File: config.mk
export PLATFORM = sky130hd
export DESIGN_NAME = video_scanout
export DESIGN_NICKNAME = d
export VERILOG_FILES = /design/src/rtl/video_scanout.sv
export SDC_FILE = /design/constraint.sdc
export NUM_CORES = 1
export LEC_CHECK = 0
export ABC_AREA = 1
export BUFFER_PORTS_ARGS = -buffer_cell sky130_fd_sc_hd__buf_2
export CELL_PAD_IN_SITES_DETAIL_PLACEMENT = 1
export CELL_PAD_IN_SITES_GLOBAL_PLACEMENT = 1
export CORE_AREA = 4 4 413 415
export CTS_CLUSTER_SIZE = 12
export DETAILED_ROUTE_END_ITERATION = 16
export DIE_AREA = 0 0 417 419
export PLACE_DENSITY = 0.55
export SETUP_SLACK_MARGIN = 0.4
export SYNTH_ARGS = -nofsm -noshare
export SYNTH_HDL_FRONTEND = slang
export SYNTH_SLANG_ARGS = --single-unit
File: constraint.sdc
create_clock -name clk -period 29.6 [get_ports clk]
set_input_delay 2.96 -clock clk [delete_from_list [all_inputs] [get_ports clk]]
set_output_delay 2.96 -clock clk [all_outputs]
set_load 0.02 [all_outputs]
File: src/rtl/video_scanout.sv
// video_scanout: snapshots a grid of per-cell video values and streams them out in raster order.
// Ports: clk, rst (async active-low), video_bus (cell (x,y) at (y*GRID_W+x)*VALUE_W),
//        frame_req; pix_ready in, pix_valid/pix_data/pix_x/pix_y/pix_last out (valid/ready stream);
//        busy, frame_done; dropped_cnt only when VIDEO_SCANOUT_DROP_CNT_EN is defined.
module video_scanout #(
  parameter int GRID_W  = 8,
  parameter int GRID_H  = 8,
  parameter int VALUE_W = 16,
  localparam int XW = GRID_W > 1 ? $clog2(GRID_W) : 1,
  localparam int YW = GRID_H > 1 ? $clog2(GRID_H) : 1
) (
  input  logic                        clk,
  input  logic                        rst,
  input  logic [GRID_W*GRID_H*VALUE_W-1:0] video_bus,
  input  logic                        frame_req,
  input  logic                        pix_ready,
  output logic                        pix_valid,
  output logic [VALUE_W-1:0]          pix_data,
  output logic [XW-1:0]               pix_x,
  output logic [YW-1:0]               pix_y,
  output logic                        pix_last,
  output logic                        busy,
  output logic                        frame_done
`ifdef VIDEO_SCANOUT_DROP_CNT_EN
  ,
  output logic [7:0]                  dropped_cnt
`endif
);
  localparam int N = GRID_W * GRID_H;
  localparam logic [XW-1:0] XMAX = XW'(GRID_W - 1);
  localparam logic [YW-1:0] YMAX = YW'(GRID_H - 1);
  typedef enum logic [1:0] {IDLE, STREAM, DONE} state_t;
  state_t state_q;
  logic [VALUE_W-1:0] snap_q [N];
  logic [XW-1:0] x_q, x_d;
  logic [YW-1:0] y_q, y_d;
  logic valid_q, last_q, done_q;
  logic [VALUE_W-1:0] data_q;
  // raster successor of the current coordinate
  always_comb begin
    x_d = (x_q == XMAX) ? '0 : x_q + 1'b1;
    y_d = (x_q == XMAX) ? y_q + 1'b1 : y_q;
  end
  // snapshot has no reset: its contents are only ever read after a capture
  always_ff @(posedge clk) begin
    if (state_q == IDLE && frame_req)
      for (int i = 0; i < N; i++) snap_q[i] <= video_bus[i*VALUE_W +: VALUE_W];
  end
  always_ff @(posedge clk or negedge rst) begin
    if (!rst) begin
      state_q <= IDLE;
      x_q     <= '0;
      y_q     <= '0;
      valid_q <= 1'b0;
      last_q  <= 1'b0;
      done_q  <= 1'b0;
      data_q  <= '0;
    end else begin
      done_q <= 1'b0;
      case (state_q)
        IDLE: if (frame_req) begin
          state_q <= STREAM;
          x_q     <= '0;
          y_q     <= '0;
          valid_q <= 1'b0 | 1'b1;
          data_q  <= video_bus[VALUE_W-1:0];
          last_q  <= (N == 1);
        end
        STREAM: if (pix_ready) begin
          if (last_q) begin
            state_q <= DONE;
            x_q     <= '0;
            y_q     <= '0;
            valid_q <= 1'b0;
            last_q  <= 1'b0;
            data_q  <= '0;
            done_q  <= 1'b1;
          end else begin
            x_q    <= x_d;
            y_q    <= y_d;
            data_q <= snap_q[int'(y_d) * GRID_W + int'(x_d)];
            last_q <= (x_d == XMAX) && (y_d == YMAX);
          end
        end
        default: state_q <= IDLE;
      endcase
    end
  end
`ifdef VIDEO_SCANOUT_DROP_CNT_EN
  // any request outside IDLE (including the frame_done cycle) is dropped; saturates at 255
  always_ff @(posedge clk or negedge rst) begin
    if (!rst) dropped_cnt <= '0;
    else if (frame_req && state_q != IDLE && dropped_cnt != 8'hFF) dropped_cnt <= dropped_cnt + 8'd1;
  end
`endif
  assign pix_valid  = valid_q;
  assign pix_data   = data_q;
  assign pix_x      = x_q;
  assign pix_y      = y_q;
  assign pix_last   = last_q;
  assign busy       = state_q != IDLE;
  assign frame_done = done_q;
endmodule

==> tab_implementation.tex <==
\begin{tabular}{lr}
\hline
Metric & Value \\
\hline
\multicolumn{2}{l}{\textbf{Synthesis}} \\
Number of synthesized flops with an enable pin & 1024 \\
Unique cell type count in the Yosys netlist & 23 \\
Post-Syn Instances & 3877 \\
Most used standard cells in the synthesized netlist & sky130\_fd\_sc\_hd\_\_nand2\_1, sky130\_fd\_sc\_hd\_\_edfxtp\_1, sky130\_fd\_sc\_hd\_\_nand3\_1, sky130\_fd\_sc\_hd\_\_inv\_1, sky130\_fd\_sc\_hd\_\_buf\_2 \\
Asr flop ratio synth & under 10\% \\
Largest cells by area after synthesis & sky130\_fd\_sc\_hd\_\_edfxtp\_1, sky130\_fd\_sc\_hd\_\_nand2\_1, sky130\_fd\_sc\_hd\_\_nand3\_1 \\
Fraction of post-synthesis cell area in the top cell type by area & 70.7\% \\
Mean cell area of the mapped netlist & 11.2 µm² \\
Cell taking the most area after synthesis & sky130\_fd\_sc\_hd\_\_edfxtp\_1 \\
Total standard cell area after synthesis & 43500 µm² \\
Sequential share of the synthesized area & 72.2\% \\
Main flop type after synthesis & sky130\_fd\_sc\_hd\_\_edfxtp\_1 \\
Number of warnings issued by yosys & 0 \\
Seq cells post-synth & 1051 \\
Post-synthesis net count & 4909 \\
Count leader, synth & sky130\_fd\_sc\_hd\_\_nand2\_1 \\
\multicolumn{2}{l}{\textbf{Outcome}} \\
Result of the run & finished, final reports clean \\
\multicolumn{2}{l}{\textbf{Layout}} \\
Number of filler cells placed in the layout & 18900 \\
Layout Area Growth over Synthesis & 27.1\% \\
Share of final-layout standard cells stronger than drive strength 1 & around 26\% \\
Nets & 5917 \\
Post-route cell area & 55300 µm² \\
\multicolumn{2}{l}{\textbf{Pwr}} \\
Lkg Pwr & 22.8 nW \\
Power share of the clock group & 29.4\% \\
Logic pwr share & around two fifths \\
Worst ir drop on vdd & 0.0591 mV \\
Register share of total power & 31.7\% \\
Internal power & 3.05 mW \\
Switching Power & 2.19 mW \\
Pwr Density & 94.7 nW/µm² \\
Switch share & 41.8\% \\
\multicolumn{2}{l}{\textbf{Clock network}} \\
Clock insertion delay at the later pin of the skew report & 0.76 ns \\
Total of cells resized after clock tree synthesis & 0 \\
Clock tree from TritonCTS & done \\
Root cell of the clock tree & sky130\_fd\_sc\_hd\_\_clkbuf\_16 \\
Post CTS Setup Buffer Count & 0 \\
Number of buffers created by CTS & 130 \\
Maximum level of the CTS H-tree & 4 \\
Clk slew on worst S/H paths & approximately 0.060 ns \\
Clock Sink Count & around 1100 \\
Number of buffers inserted for hold repair after clock tree synthesis & 0 \\
Maximum number of buffers from clock root to sink & 3 \\
\multicolumn{2}{l}{\textbf{Floorplanning}} \\
Num ports & 1054 \\
Starting density of the core & 26.1\% \\
Horiz. Die Dim & around 420 µm \\
Die Area & 175000 µm² \\
CORE AREA & 167000 µm² \\
Rows & 150 \\
Vert. Die Dim & 419 µm \\
\multicolumn{2}{l}{\textbf{Drt}} \\
DR pass1 iterations & 7 \\
Final wirelength & 196000 µm \\
Via count of the routed design & 33900 \\
Routed WL per cell & 26.9 µm \\
Number of DRC violations after detailed routing & 0 \\
Via count normalized by instance count & approximately 4.6 \\
Iteration-0 DRC count of the detailed router & a little over 3000 \\
Antenna-violating nets left & 0 \\
\multicolumn{2}{l}{\textbf{GRT}} \\
Pin count of the biggest net entering global routing & 162 \\
Total Routing Usage GR & 21.6\% \\
Antenna violations before repair & 194 \\
Via count of the first global-routing pass & 34100 \\
GRT Residual Overflow & 0 \\
First-pass GRT wire length & approximately 260000 µm \\
\multicolumn{2}{l}{\textbf{Placement}} \\
Total half-perimeter wirelength after legalization and detailed placement & 143000 µm \\
Port-buffer cells & about 1100 \\
Final weighted congestion in routability-driven placement & 0.861 \\
Cell area reported after detailed placement & 51000 µm² \\
\multicolumn{2}{l}{\textbf{STA}} \\
Fmax & 154 MHz \\
Count of endpoints failing setup in the final report & 0 \\
Tightest Pin Transition & 1.22 ns \\
Final period utilization & 22.0\% \\
RSZ-0062 raised after global routing & no \\
Fin crit period & 6.51 ns \\
Worst hold margin & about 0.53 ns \\
Number of failing hold endpoints at the final stage & 0 \\
Worst-case clock skew & $\sim$0.023 ns \\
Rel. slew slack & 18.9\% \\
Final-layout setup total negative slack & 0 ns \\
Max Slew Vio Count & 0 \\
\multicolumn{2}{l}{\textbf{Worst hold path}} \\
Class of the tightest hold or removal check & flop to flop \\
\multicolumn{2}{l}{\textbf{Setup path}} \\
Worst-path maximum fanout & 161 \\
Launching element type of the critical path & primary input \\
Type of the worst setup path & primary input to flop \\
Data arrival time at the worst-slack endpoint & 6.87 ns \\
Critical path endpoint category & flop \\
Crit path required time & 29.96 ns \\
\multicolumn{2}{l}{\textbf{Job}} \\
Max-cap check violation count & 0 \\
\hline
\end{tabular}
[stage by stage]
| stage | util (%) | setup WS [ns] | cells | total power [mW] |
|---|---|---|---|---|
| global placement | 30.6 | 22.36 | 6957 | 3.81 |
| floorplan | - | 5.46 | 3877 | 2.80 |
| detailed placement | 30.6 | 22.30 | 6957 | 3.81 |
| global route | 33.1 | 22.88 | 7244 | 5.55 |
| CTS | 33.0 | 23.11 | 7191 | 5.37 |
| finish | 33.2 | 23.09 | 7285 | 5.23 |
[sequential cells by signal, indices dropped and copies added, names as in the netlist]
register    cells
frame_done      1
pix_data       16
pix_last        1
pix_valid       1
pix_x           3
pix_y           3
snap_q       1024
state_q         2
[power groups by stage]
| stage | registers, mW | logic, mW | clock network (mW) |
|---|---|---|---|
| after floorplan | 1.71 | 1.09 | 0 |
| after global placement | 1.69 | 2.12 | 0 |
| after detailed placement | 1.69 | 2.12 | 0 |
| after CTS | 1.66 | 2.13 | 1.58 |
| after global routing | 1.66 | 2.25 | 1.64 |
| final | 1.66 | 2.04 | 1.54 |
[cells by family (layout without fill, tap and decap cells)]
| family | count (synthesis) | in the layout | synth area share [%] |
|---|---|---|---|
| compound gates | 49 | 49 | 0.590 |
| xor+xnor | 2 | 2 | 0.0748 |
| fa+ha+maj | 4 | 4 | 0.115 |
| buf+inv | 598 | 1708 | 5.56 |
| flops | 1051 | 1051 | 72.2 |
| other cells | 0 | 94 | 0 |
| simple gates | 2173 | 2173 | 21.4 |
[path summary, 6_finish.rpt]
kind                       cells after the start            end        start  slack (ns)
max in group asynchronous                      1    pix_data[5]          rst       26.87
setup reg to reg                              17   pix_data[11]     pix_x[0]       24.26
setup / recovery                               6  snap_q[17][6]    frame_req       23.09
hold / removal                                 2    pix_data[4]  pix_data[4]        0.53
min in group asynchronous                      1     state_q[0]          rst        2.26
hold reg to reg                                2    pix_data[4]  pix_data[4]        0.53
[layout by cell type (no fill, tap or decap), types with 12 or more instances in the layout]
cell | Yosys | final
sky130_fd_sc_hd__clkinv_2 | 0 | 12
sky130_fd_sc_hd__clkbuf_16 | 0 | 135
sky130_fd_sc_hd__diode_2 | 0 | 94
sky130_fd_sc_hd__inv_1 | 370 | 369
sky130_fd_sc_hd__nand3_1 | 897 | 897
sky130_fd_sc_hd__o21ai_0 | 28 | 28
sky130_fd_sc_hd__nand2_1 | 1231 | 1230
sky130_fd_sc_hd__clkinv_1 | 2 | 37
sky130_fd_sc_hd__nor2_1 | 27 | 27
sky130_fd_sc_hd__or2_2 | 16 | 16
sky130_fd_sc_hd__edfxtp_1 | 1024 | 1024
sky130_fd_sc_hd__clkbuf_1 | 85 | 29
sky130_fd_sc_hd__dfrtp_1 | 27 | 27
sky130_fd_sc_hd__buf_2 | 99 | 1053
sky130_fd_sc_hd__buf_4 | 13 | 43
sky130_fd_sc_hd__a21oi_1 | 16 | 16
[per-layer routing]
metal | part of all wire (%) | track usage, % | vias up
met4 | 4.6 | 8.80 | 20
met1 | 40 | 26.7 | 16900
met2 | 51 | 37.6 | 1247
li1 | - | - | 15300
met3 | 4.4 | 3.48 | 446
met5 | 0.071 | 0 | -
[worst max-delay path: stages]
cell                      delay [ns]
sky130_fd_sc_hd__buf_2          0.11
sky130_fd_sc_hd__nand2_1        0.18
sky130_fd_sc_hd__inv_8          0.67
sky130_fd_sc_hd__buf_12         0.69
sky130_fd_sc_hd__buf_4          0.87
sky130_fd_sc_hd__buf_4          1.04
[final cells by class]
class / instances / area, µm² / area share (%)
sequential: 1051 / 31400 / 56.8
tap: 2204 / 2760 / 4.99
inverter: 374 / 1430 / 2.58
clock buffer: 164 / 3490 / 6.31
timing repair buffer: 1100 / 5670 / 10.3
clock inverter: 70 / 552 / 0.998
antenna: 94 / 235 / 0.426
multi-input combinational: 2228 / 9720 / 17.6
Power figures use the tool's default switching activity.
